$ cat config.mk
export PLATFORM = sky130hd
export DESIGN_NAME = mem_stage
export DESIGN_NICKNAME = d
export VERILOG_FILES = /design/src/rtl/mem_stage.sv
export SDC_FILE = /design/constraint.sdc
export NUM_CORES = 1
export LEC_CHECK = 0
export CORE_UTILIZATION = 36
export CTS_CLUSTER_DIAMETER = 150
export CTS_CLUSTER_SIZE = 16
export DETAILED_ROUTE_END_ITERATION = 12
export GPL_ROUTABILITY_DRIVEN = 1
export MAX_ROUTING_LAYER = met4
export PLACE_DENSITY = 0.86
export SLEW_MARGIN = 20
export SYNTH_ARGS = -nofsm -noshare
export SYNTH_HDL_FRONTEND = slang
export SYNTH_SLANG_ARGS = --single-unit
export TNS_END_PERCENT = 100
$ cat constraint.sdc
create_clock -name i_clk -period 2.8 [get_ports i_clk]
set_input_delay 0.28 -clock i_clk [delete_from_list [all_inputs] [get_ports i_clk]]
set_output_delay 0.28 -clock i_clk [all_outputs]
set_load 0.05 [all_outputs]
$ cat src/rtl/mem_stage.sv
// mem_stage: memory-access stage of the 16-bit pipeline. It issues the EX/MEM load or store over a req/ack handshake, stalls the front of the pipeline until the access completes, and registers the MEM/WB writeback state.
// Ports: i_clk, i_rst_n (sync, active-low); EX/MEM inputs i_*_exmem; data-memory port o_dmem_req/we/addr/wdata, i_dmem_rdata/ack;
//        o_mem_stall freezes upstream stages; MEM/WB outputs o_rf_wen_memwb, o_rf_waddr_memwb, o_wb_data_memwb; o_dmem_err sticky timeout flag.
// Optional feature: define MEM_TIMEOUT_EN to abort accesses left unacknowledged for TIMEOUT req cycles.
module mem_stage #(
   parameter int TIMEOUT = 16
) (
   input  logic        i_clk,
   input  logic        i_rst_n,
   input  logic        i_dmem_wen_exmem,
   input  logic        i_mem2reg_exmem,
   input  logic        i_rf_wen_exmem,
   input  logic [3:0]  i_rf_waddr_exmem,
   input  logic [15:0] i_aluout_exmem,
   input  logic [15:0] i_rdata2_exmem,
   input  logic        i_nop_lw_exmem,
   input  logic        i_nop_sw_exmem,
   input  logic        i_jal_exmem,
   input  logic [15:0] i_pc_added_exmem,
   output logic        o_dmem_req,
   output logic        o_dmem_we,
   output logic [15:0] o_dmem_addr,
   output logic [15:0] o_dmem_wdata,
   input  logic [15:0] i_dmem_rdata,
   input  logic        i_dmem_ack,
   output logic        o_mem_stall,
   output logic        o_rf_wen_memwb,
   output logic [3:0]  o_rf_waddr_memwb,
   output logic [15:0] o_wb_data_memwb,
   output logic        o_dmem_err
);
   typedef enum logic {IDLE, WAIT} state_t;
   state_t      r_state, w_next;
   logic        w_ld, w_st, w_abort;
   logic [15:0] w_wb_data;
   logic        r_rf_wen;
   logic [3:0]  r_rf_waddr;
   logic [15:0] r_wb_data;
   assign w_ld         = i_mem2reg_exmem & ~i_nop_lw_exmem;
   assign w_st         = i_dmem_wen_exmem & ~i_nop_sw_exmem;
   assign o_dmem_req   = i_rst_n & (w_ld | w_st);
   assign o_dmem_we    = w_st;
   assign o_dmem_addr  = i_aluout_exmem;
   assign o_dmem_wdata = i_rdata2_exmem;
   assign o_mem_stall  = o_dmem_req & ~i_dmem_ack & ~w_abort;
`ifdef MEM_TIMEOUT_EN
   logic [7:0] r_cnt;
   logic       r_err;
   // Counter reaches TIMEOUT-1 on the TIMEOUT-th unacknowledged req cycle.
   assign w_abort    = o_dmem_req & ~i_dmem_ack & (r_cnt == 8'(TIMEOUT - 1));
   assign o_dmem_err = r_err;
   always_ff @(posedge i_clk) begin
      if (!i_rst_n) begin
         r_cnt <= 8'd0;
         r_err <= 1'b0;
      end else begin
         r_cnt <= o_mem_stall ? r_cnt + 8'd1 : 8'd0;
         r_err <= r_err | w_abort;
      end
   end
`else
   assign w_abort    = 1'b0;
   assign o_dmem_err = 1'b0;
`endif
   // An aborted load has no ack, so it writes back zero.
   assign w_wb_data = i_jal_exmem ? i_pc_added_exmem :
                      i_mem2reg_exmem ? ((w_ld & i_dmem_ack) ? i_dmem_rdata : 16'h0000) :
                      i_aluout_exmem;
   always_comb begin
      w_next = r_state;
      case (r_state)
         IDLE:    w_next = o_mem_stall ? WAIT : IDLE;
         default: w_next = (~o_dmem_req | i_dmem_ack | w_abort) ? IDLE : WAIT;
      endcase
   end
   always_ff @(posedge i_clk) begin
      if (!i_rst_n) begin
         r_state    <= IDLE;
         r_rf_wen   <= 1'b0;
         r_rf_waddr <= 4'd0;
         r_wb_data  <= 16'h0000;
      end else begin
         r_state  <= w_next;
         r_rf_wen <= ~o_mem_stall & i_rf_wen_exmem;
         if (!o_mem_stall) begin
            r_rf_waddr <= i_rf_waddr_exmem;
            r_wb_data  <= w_wb_data;
         end
      end
   end
   assign o_rf_wen_memwb   = r_rf_wen;
   assign o_rf_waddr_memwb = r_rf_waddr;
   assign o_wb_data_memwb  = r_wb_data;
endmodule

=== After elaboration in Yosys (flattened, before gate mapping) ===
Index checks and enable logic that the tools add are counted.

* Register bits: 21
* Input port bits: 77
* Output and inout port bits: 57
* Logic and storage cells: 17

* Muxes and demuxes: 3
* Bitwise operators: 11

{| class="wikitable"
|+ Operator list
! cell !! count
|-
| two-way mux 16 bit || 3
|-
| bitwise AND 1 bit || 6
|-
| NOT 1 bit || 4
|-
| OR 1 bit || 1
|}

=== Longest topological paths before layout ===
Gate-level depths: netlist of run 1.

* Depth after elaboration: 7
* Gate-level depth with buffers: 4
* Gate-level depth less buffers: 3

=== Least setup slack after synthesis of run 1 ===
No wires, ideal clock.

* Kind: input port to output port
* Start: in i_dmem_wen_exmem
* End: out o_dmem_req
* Data arrival time: 1628 ps
* Data required time: 2520 ps
* Path slack: 892 ps
* Stages: 4
* Buffers on the path: 1
* Cell sequence: nor2b_1 buf_2 nor2_1 nor2_1

* Word-level cells in the longest chain between the ends: 3

{| class="wikitable"
|+ RTL lines
! item !! line !! RTL
|-
| start: declaration || 10 || <nowiki>input logic i_dmem_wen_exmem,</nowiki>
|-
| bitwise AND 1 bit || 40 || <nowiki>assign w_st = i_dmem_wen_exmem & ~i_nop_sw_exmem;</nowiki>
|-
| net o_dmem_we || 21 || <nowiki>output logic o_dmem_we,</nowiki>
|-
| OR 1 bit || 41 || <nowiki>assign o_dmem_req = i_rst_n & (w_ld | w_st);</nowiki>
|-
| bitwise AND 1 bit || 41 ||
|-
| end: declaration || 20 || <nowiki>output logic o_dmem_req,</nowiki>
|}

The timed path passes the listed nets, and every way through them passes these cells.

=== Worst setup path after layout of run 1 ===
* Start: in i_nop_lw_exmem
* End: out o_mem_stall

* Word-level cells in the longest chain between the ends: 5

{| class="wikitable"
|+ RTL lines
! item !! line !! RTL
|-
| start: declaration || 16 || <nowiki>input logic i_nop_lw_exmem,</nowiki>
|-
| NOT 1 bit || 39 || <nowiki>assign w_ld = i_mem2reg_exmem & ~i_nop_lw_exmem;</nowiki>
|-
| bitwise AND 1 bit || 39 ||
|-
| OR 1 bit || 41 ||
|-
| bitwise AND 1 bit || 41 ||
|-
| bitwise AND 1 bit || 45 || <nowiki>assign o_mem_stall = o_dmem_req & ~i_dmem_ack & ~w_abort;</nowiki>
|-
| end: declaration || 26 || <nowiki>output logic o_mem_stall,</nowiki>
|}

Every way passes these cells.

==> results.md, run 1 <==
- Run status: complete, no violations
- Max FO, Critical Path: 22
- Hold Crit Start: o_wb_data_memwb[15]
- RR Startpoint: o_wb_data_memwb[11]
- Largest net degree at the start of global routing: 33
- Post-CTS sizing: 0
- Critical Path RT: between 2000 and 3000 ps
- Skew-Pair Late Insertion Delay: 260 ps
- Global-route usage over all layers: approximately 17%
- Hold EP: o_wb_data_memwb[15]
- Reg clk slew, reported paths: ~70 ps
- Max-slew headroom at the worst pin: about two thirds
- Unique masters post-synth: 19
- Post-CTS setup buffers: 0
- Pleak: ~0.00098 uW
- Switching power: about 350 uW
- Fill cells: 400
- Int Pwr: slightly above 600 uW
- Max stage delay cell, worst path: clkdlybuf4s50_1
- IO buf count: 100
- I/O Pins: roughly 130
- Avg Inst Size Synth: 9.05 sq um
- Finished Cell Area: approximately 0.0026 sq mm
- Setup crit end kind: primary output
- Area of the multi-input gates: about 940 sq um
- Dpl cells: 299
- Vias: ~1,600
- Max-Cap Viols: 0
- Slowest stage delay, CP: 390 ps
- First-pass GRT wire length: between 6000 and 7000 um
- Clock root buffer: clkbuf_8
- R2r endpoint: o_wb_data_memwb[11]
- Hold depth: 2
- Gate power share: between 40% and 50%
- Buf+Inv Stages, Crit Path: 4
- Cell family with most CP delay: buffers and inverters
- Period utilisation layout: roughly three quarters
- Die Span Y: between 70 and 80 um
- Total negative setup slack: 0 ps
- H-tree depth: 1
- Synthesized cell area: between 0.0015 and 0.002 sq mm
- Initial core utilization: a little under two fifths
- Drt initial violations: around 110
- Synth Register Bits: 21
- Pre-CTS setup slack: between 700 and 800 ps
- Worst Setup Start Kind: input pin
- Fmax: ~0.49 GHz
- Hold buffers post-CTS: 0
- Fin. max-slew vios: 0
- Avg WL per Cell: around 14 um
- Placed wire-length estimate: about 3400 um
- Ys Warns: 0
- Worst slew pin tran: slightly above 500 ps
- Clk buf depth: 2
- VDD IR-drop max: between 0.2 and 0.25 mV
- Cells after Synth: 189
- Sequential area share after synthesis: around a quarter
- Drt first pass iters: 6
- Placed inst area: ~0.0025 sq mm
- Worst endpoint data arrival time: between 1500 and 2000 ps
- Clock tree sinks: 21
- Switch share: 36.5%
- CTS tree: done
- Clock power frac: 20.3%
- Worst Reg-to-Reg Cells: 2
- Hold Path Class: flop to flop
- Die footprint: 0.00503 sq mm
- Via count of the first global-routing pass: ~1,500
- PwrDens: approximately 380 mW/mm^2
- Die Wd: 70.9 um
- R2r setup slk: 2150 ps
- Total grt overflow: 0
- Register area: approximately 420 sq um
- Vias per cell: around 5.2
- Final Hold Fails: 0
- Util after Layout: between 50 and 60%
- # DRC: 0
- Area Growth Syn to Fin: 50.3%
- Cells along the critical path: clkdlybuf4s50_1 -> buf_4 -> nor2b_1 -> buf_4 -> o21a_2 -> buf_12
- Final worst slack: 743 ps
- Final setup violation count: 0
- Fin nets: 329
- Site Rows: 24
- N_diodes: 0
- Antenna-violating nets left: 0
- RSZ-0062 raised after global routing: false
- Finished Layout Cells: slightly above 300
- Kind of critical path: input pin to primary output
- Seq pwr share: approximately a third
- Syn nets: between 200 and 300
- Core footprint: 0.00447 sq mm
- Fin crit period: around 2100 ps
- Leading cell types in the layout, fill and taps excluded: clkdlybuf4s50_1 (97), o31ai_2 (21), dfxtp_1 (21), o211ai_1 (20)
- Initial antenna violation count: 0
- Num CTS Buffers: 3
- Final wirelength: about 4300 um
- Most used cell, CP: buf_4
- Routability congestion estimate: 0.741
- Worst Clk Skew: 0 ps
- Fraction of layout instances using a drive strength above 1: 15.1%
- Most common cell after layout, fill and taps aside: clkdlybuf4s50_1
==> synth_stat cells <==
cell type | instances | area [sq um]
o211ai_1 | 20 | 150
buf_2 | 10 | 50.1
o21a_2 | 1 | 8.76
o31ai_1 | 9 | 67.6
clkbuf_1 | 4 | 15.0
o31ai_2 | 21 | 263
nor2_1 | 3 | 11.3
and2b_1 | 6 | 45.0
dfxtp_1 | 21 | 420
inv_2 | 1 | 3.75
nand2b_1 | 16 | 100
o311ai_1 | 1 | 8.76
buf_6 | 2 | 22.5
conb_1 | 1 | 3.75
o21ai_1 | 5 | 25.0
and4b_1 | 16 | 160
nand2_1 | 5 | 18.8
buf_4 | 34 | 255
nor2b_1 | 13 | 81.3
==> worst register-to-register path, stage by stage (launching register included) <==
cell and delay [ps]:
dfxtp_1 330, o211ai_1 100, o31ai_2 90
==> layer usage <==
layer | track usage, % | share of wire, %
met5 | - | 0
met3 | 2.42 | 5.6
met4 | 6.00 | 1.7
met2 | 28.3 | 49
met1 | 20.6 | 44
==> how the worst max path moves through the flow <==
stage,start,endpoint,slack (ps),depth (start not counted)
detailed placement,i_nop_lw_exmem,o_wb_data_memwb[1],720,7
global route,i_nop_lw_exmem,o_mem_stall,630,6
finish,i_nop_lw_exmem,o_mem_stall,740,6
CTS,i_nop_lw_exmem,o_mem_stall,750,6
floorplan,i_dmem_wen_exmem,o_dmem_req,890,4
global placement,i_nop_lw_exmem,o_wb_data_memwb[14],730,7
==> flip-flops by register name (all words and copies together), names as in the netlist <==
| name | flops |
|---|---|
| o_wb_data_memwb | 16 |
| o_rf_wen_memwb | 1 |
| o_rf_waddr_memwb | 4 |
==> power by group through the flow <==
stage               clock network, uW  logic, uW  registers (uW)
CTS                               205        441             337
finish                            197        437             337
floorplan                           0        244             429
global route                      218        459             340
detailed placement                  0        440             345
global placement                    0        436             344
==> logic make-up after synthesis <==
| group | synth area share, % |
|---|---|
| flops | 24.6 |
| compound gates | 30.6 |
| simple gates | 24.4 |
| other cells | 0.219 |
| buf+inv | 20.3 |
==> stage by stage <==
| stage | power [uW] | hold WS (ps) |
|---|---|---|
| after floorplan | 673 | 394 |
| after global placement | 780 | 466 |
| after detailed placement | 784 | 472 |
| after CTS | 983 | 483 |
| after global routing | 1020 | 520 |
| final | 972 | 479 |
==> final cells by class <==
class / instances / area share, %
timing repair buffer: 108 / 42.5
multi-input combinational: 117 / 36.7
sequential: 21 / 16.4
tap: 52 / 2.53
clock buffer: 3 / 1.61
clock inverter: 1 / 0.195
inverter: 1 / 0.146
Note: power is estimated with default switching activity, not from simulation.
==> run 2, diff against run 1 <==
CORE_UTILIZATION = 34   (was 36)
PLACE_DENSITY = 0.82   (was 0.86)
clock period = 2 ns   (was 2.8 ns; I/O delays follow)
==> run 2 against run 1 <==
  * Power grew 40%
  * First-iteration DRC count fell by 36%
  * Combinational power is 42% higher
  * Via count shrank 1.0%
  * Final cell count increased by 6.6%
  * Sequential cell count did not move
  * Worst hold slack got worse by 79 ps
  * Largest cell class unchanged
==> results.md, run 2 (same netlist as run 1, synthesis figures left out) <==
- Run status: complete, no violations
- Post-CTS setup buffers: 0 (unchanged)
- Placed wire-length estimate: 3620 um (+6.3%)
- Max stage delay cell, worst path: clkdlybuf4s50_1
- Max-slew headroom at the worst pin: 64.9% (-0.80 points)
- Area of the multi-input gates: 946 sq um (+0.27%)
- Critical path startpoint: o_wb_data_memwb[1]
- Area Growth Syn to Fin: 52.0%
- I/O Pins: 134 (unchanged)
- # DRC: 0 (unchanged)
- Vias per cell: 4.83 (-7.1%)
- Fraction of layout instances using a drive strength above 1: 23.0% (+7.9 points)
- Final setup violation count: 0 (unchanged)
- Clock tree sinks: 21 (unchanged)
- IO buf count: 100 (unchanged)
- Routability congestion estimate: 0.772 (+4.2%)
- Clock root buffer: clkbuf_8
- H-tree depth: 1 (unchanged)
- RR Startpoint: o_wb_data_memwb[13]
- Max FO, Critical Path: 2 (-91%)
- Max-Cap Viols: 0 (unchanged)
- Global-route usage over all layers: 17.0% (+0.12 points)
- Final wirelength: 4530 um (+5.5%)
- Avg WL per Cell: 14.0 um (-1.0%)
- Fill cells: 452 (+13%)
- Final Hold Fails: 0 (unchanged)
- Antenna-violating nets left: 0 (unchanged)
- Skew-Pair Late Insertion Delay: 260 ps (about the same)
- Drt first pass iters: 4 (-2)
- First-pass GRT wire length: 6880 um (+3.3%)
- Die Wd: 72.9 um (+2.8%)
- Register area: 420 sq um (unchanged)
- Total grt overflow: 0 (unchanged)
- Initial core utilization: 35.7% (-2.5 points)
- Critical Path RT: 1800 ps (-720 ps)
- Largest net degree at the start of global routing: 33 (unchanged)
- Fin. max-slew vios: 0 (unchanged)
- Worst Setup Start Kind: flop
- N_diodes: 0 (unchanged)
- Hold Path Class: input pin to primary output
- Worst Clk Skew: 0 ps (unchanged)
- Hold Crit Start: i_rdata2_exmem[10]
- Site Rows: 25 (+4.2%)
- RSZ-0062 raised after global routing: false
- Post-CTS sizing: 0 (unchanged)
- Placed inst area: 0.00255 sq mm (+1.2%)
- Most common cell after layout, fill and taps aside: clkdlybuf4s50_1
- Hold WS: 400 ps (-78.9 ps)
- Die footprint: 0.00532 sq mm (+5.7%)
- Finished Cell Area: 0.00260 sq mm (+1.2%)
- Cell family with most CP delay: buffers and inverters
- Clk buf depth: 2 (unchanged)
- Power Total: 1360 uW (+40%)
- CTS tree: done
- Slowest stage delay, CP: 820 ps (+430 ps)
- Kind of critical path: flop to primary output
- Total negative setup slack: 0 ps (unchanged)
- Via count of the first global-routing pass: 1,551 (+4.2%)
- Worst slew pin tran: 524 ps (+12.0 ps)
- Period utilisation layout: 82.2%
- Largest register FFs: 16 (unchanged)
- Worst endpoint data arrival time: 1440 ps (-340 ps)
- VDD IR-drop max: 0.249 mV (+17%)
- Setup crit end kind: primary output
- Hold buffers post-CTS: 0 (unchanged)
- PwrDens: 525 mW/mm^2 (+39%)
- Pleak: 0.00102 uW (+4.1%)
- Cells along the critical path: clkdlybuf4s50_1
- Leading cell types in the layout, fill and taps excluded: clkdlybuf4s50_1 (81), buf_4 (28), o31ai_2 (21), dfxtp_1 (21), o211ai_1 (20)
- Drt initial violations: 68 (-36%)
- Fmax: around 0.6 GHz
- Fin crit period: 1640 ps
- Die Span Y: 72.9 um (+2.8%)
- Fin nets: 334 (+1.5%)
- Reg clk slew, reported paths: 70 ps (about the same)
- Vias: 1,560 (-1.0%)
- Buf+Inv Stages, Crit Path: 1 (-3)
- Num CTS Buffers: 3 (unchanged)
- Core footprint: 0.00479 sq mm (+7.0%)
- Initial antenna violation count: 0 (unchanged)
-- run 2: cell types whose count changed in the layout (fill, tap and decap cells not counted) --
| cell | previous run | this run |
|---|---|---|
| nor2b_2 | 0 | 1 |
| buf_12 | 3 | 4 |
| clkinv_2 | 1 | 0 |
| clkdlybuf4s50_1 | 97 | 81 |
| clkbuf_1 | 0 | 1 |
| buf_4 | 8 | 28 |
| nor2b_1 | 13 | 12 |
-- run 2: path summary, 6_finish.rpt --
kind | to | slack, ps | depth (start not counted)
setup / recovery | o_wb_data_memwb[1] | 360 | 1
hold / removal | o_dmem_wdata[10] | 400 | 0
setup reg to reg | o_wb_data_memwb[13] | 1370 | 2
hold reg to reg | o_rf_waddr_memwb[3] | 490 | 2
-- run 2: routing by layer --
metal | vias up | track usage, % | routed length (um)
met5 | - | - | 0
met4 | 0 | 6.10 | 68
li1 | 793 | - | -
met1 | 695 | 20.3 | 1900
met2 | 64 | 29.3 | 2280
met3 | 8 | 2.07 | 284
-- run 2: cell type report --
cell class,instances,share of cell area [%]
sequential,21,16.2
multi-input combinational,117,36.4
clock buffer,4,1.73
timing repair buffer,113,42.3
tap,67,3.22
inverter,1,0.144
-- run 2: metrics by stage --
step / utilization (%) / setup WS [ps] / instances
2_1_floorplan: - / 252 / 189
3_3_place_gp: 53.4 / 309 / 319
3_5_place_dp: 53.4 / 272 / 319
4_1_cts: 54.3 / 343 / 323
5_1_grt: 54.3 / 295 / 323
6_report: 54.3 / 356 / 323
-- run 2: report_power, final --
group	internal [uW]	total [uW]	switching, uW
sequential	453	472	18.7
clock	142	274	132
combinational	275	619	344
total	871	1360	494
==> run 3, diff against run 2 <==
clock period = 1.59 ns   (was 2 ns; I/O delays follow)
==> run 3 against run 2 <==
  * Core utilization is 4.4 points higher
  * Critical path depth up 5
  * Sequential power increased by 26%
  * Count of clock-buffer cells in the layout unchanged
  * Power increased by 31%
  * Global-route usage increased by 1.3 points
==> results.md, run 3 (same netlist as run 1, synthesis figures left out) <==
- Max FO, Critical Path: 7 (+5)
- PwrDens: 635 mW/mm^2 (+21%)
- Placed inst area: 0.00276 sq mm (+7.9%)
- Clk buf depth: 2 (unchanged)
- Total grt overflow: 0 (unchanged)
- VDD IR-drop max: 0.406 mV (+63%)
- Fin. max-slew vios: 0 (unchanged)
- Fill cells: 433 (-4.2%)
- Drt first pass iters: 4 (unchanged)
- Fin nets: 339 (+1.5%)
- Site Rows: 25 (unchanged)
- R2r setup slk: 960 ps (-410 ps)
- Max stage delay cell, worst path: clkdlybuf4s50_1
- Slowest stage delay, CP: 460 ps (-360 ps)
- Leading cell types in the layout, fill and taps excluded: clkdlybuf4s50_1 (61), buf_4 (36), o31ai_2 (21), dfxtp_1 (21), buf_12 (21)
- Largest net degree at the start of global routing: 33 (unchanged)
- Routability congestion estimate: 0.772 (about the same)
- Seq pwr share: 33.2% (-1.4 points)
- GR Util met3: 2.07% (unchanged)
- Avg WL per Cell: 14.4 um (+2.7%)
- Pleak: 0.00116 uW (+14%)
- Register area: 420 sq um (unchanged)
- Hold Path Class: input pin to primary output
- Area of the multi-input gates: 956 sq um (+1.1%)
- R2r endpoint: o_wb_data_memwb[10]
- First-pass GRT wire length: 7370 um (+7.1%)
- Vias: 1,631 (+4.6%)
- Global-route usage over all layers: 18.3% (+1.3 points)
- Critical Path RT: 1430 ps (-370 ps)
- Final Hold Fails: 0 (unchanged)
- Setup crit end kind: primary output
- Final setup violation count: 0 (unchanged)
- Core footprint: 0.00479 sq mm (unchanged)
- RR Startpoint: o_wb_data_memwb[10]
- Total negative setup slack: 0 ps (unchanged)
- Hold Crit Start: i_rdata2_exmem[10]
- N_diodes: 0 (unchanged)
- Worst Setup Start Kind: input pin
- Final wirelength: 4730 um (+4.3%)
- Placed wire-length estimate: 3900 um (+7.5%)
- Int Pwr: 1140 uW (+31%)
- Fin crit period: about 1500 ps
- Antenna-violating nets left: 0 (unchanged)
- Worst Reg-to-Reg Cells: 2 (unchanged)
- Num CTS Buffers: 3 (unchanged)
- Clock power frac: 19.2% (-0.9 points)
- Worst endpoint data arrival time: 1360 ps (-80 ps)
- Finished Layout Cells: 328 (+1.5%)
- Die Wd: 72.9 um (unchanged)
- Grt met1 use: 23.0% (+2.7 points)
- # DRC: 0 (unchanged)
- Most common cell after layout, fill and taps aside: clkdlybuf4s50_1
- H-tree depth: 1 (unchanged)
- Switch share: 35.9% (-0.33 points)
- Period utilisation layout: roughly 95%
- Worst Clk Skew: 0 ps (unchanged)
- Via count of the first global-routing pass: 1,561 (+0.64%)
- Hold depth: 0 (unchanged)
- Kind of critical path: input pin to primary output
- Die Span Y: 72.9 um (unchanged)
- Final worst slack: 75.0 ps (-281 ps)
- Clock root buffer: clkbuf_8
- Drt initial violations: 74 (+8.8%)
- Area Growth Syn to Fin: 64.3%
- Max-Cap Viols: 0 (unchanged)
- Switching power: 641 uW (+30%)
- Die footprint: 0.00532 sq mm (unchanged)
- Fraction of layout instances using a drive strength above 1: 33.0% (+9.9 points)
- Largest register FFs: 16 (unchanged)
- CTS tree: done
- Gate power share: 47.6% (+2.2 points)
- Cells along the critical path: clkdlybuf4s50_1 -> nor2b_4 -> buf_4 -> nor2_1 -> nor2_2 -> buf_12
- Vias per cell: 4.97 (+3.0%)
- Run status: complete, no violations
- Pre-CTS setup slack: -75.0 ps (-347 ps)
- Skew-Pair Late Insertion Delay: 250 ps (about the same)
- Initial core utilization: 35.7% (unchanged)
- Met2 Use GR: 30.1% (+0.83 points)
- Grt peak-use layer: met2
- Initial antenna violation count: 0 (unchanged)
- Fmax: ~0.66 GHz
- Finished Cell Area: 0.00281 sq mm (+8.1%)
- IO buf count: 100 (unchanged)
- Hold buffers post-CTS: 0 (unchanged)
- Clock tree sinks: 21 (unchanged)
- Dpl cells: 324 (+1.6%)
- I/O Pins: 134 (unchanged)
- Hold EP: o_dmem_wdata[10]
[run 3: cell count changes in the layout (fill, tap and decap cells not counted)]
cell,previous run,this run
nor2b_1,12,11
nor2_2,0,1
nor2_1,3,2
buf_12,4,21
nor2b_4,0,1
clkdlybuf4s50_1,81,61
buf_4,28,36
[run 3: how the worst max path moves through the flow]
stage | startpoint | to | slack, ps
after floorplan | i_dmem_wen_exmem | o_dmem_req | 140
after global placement | i_dmem_ack | o_wb_data_memwb[13] | 5
after detailed placement | i_dmem_ack | o_wb_data_memwb[13] | -80
after CTS | i_mem2reg_exmem | o_dmem_req | 40
after global routing | i_mem2reg_exmem | o_dmem_req | -8
final | i_dmem_wen_exmem | o_dmem_req | 80
[run 3: timing repair]
action / in CTS / in global routing
setup endpoints to repair: 0 / 1
gates resized for setup: 0 / 2
setup buffers: 0 / 0
[run 3: stage by stage]
stage          utilization [%]  total power, uW  hold WS (ps)
3_5_place_dp              57.6             1460           318
4_1_cts                   58.6             1800           318
3_3_place_gp              57.6             1440           318
5_1_grt                   58.7             1860           318
6_report                  58.7             1790           318
2_1_floorplan                -             1190           273
[run 3: final cells by class]
cell class / count / share of cell area (%)
clock buffers: 4 / 1.60
inverters: 1 / 0.134
flip-flops and latches: 21 / 15.0
multi-input cells: 117 / 34.0
repair buffers: 118 / 46.3
well taps: 67 / 2.98
[run 3: worst max-delay path, delay by kind of cell]
kind | cells | cell delay [ps]
simple gates | 3 | 410
buf+inv | 3 | 780
[run 3: power by group through the flow]
stage          Clock, uW  Combinational [uW]  Sequential (uW)
3_3_place_gp           0                 840              605
6_report             342                 849              594
2_1_floorplan          0                 430              756
5_1_grt              373                 892              599
3_5_place_dp           0                 850              607
4_1_cts              352                 851              594
[run 3: routing by layer]
metal  vias to the layer above  wire length, um
met5                         -                0
met4                         0               79
met3                         8              205
met2                        71             2280
met1                       744             2160
li1                        808                -
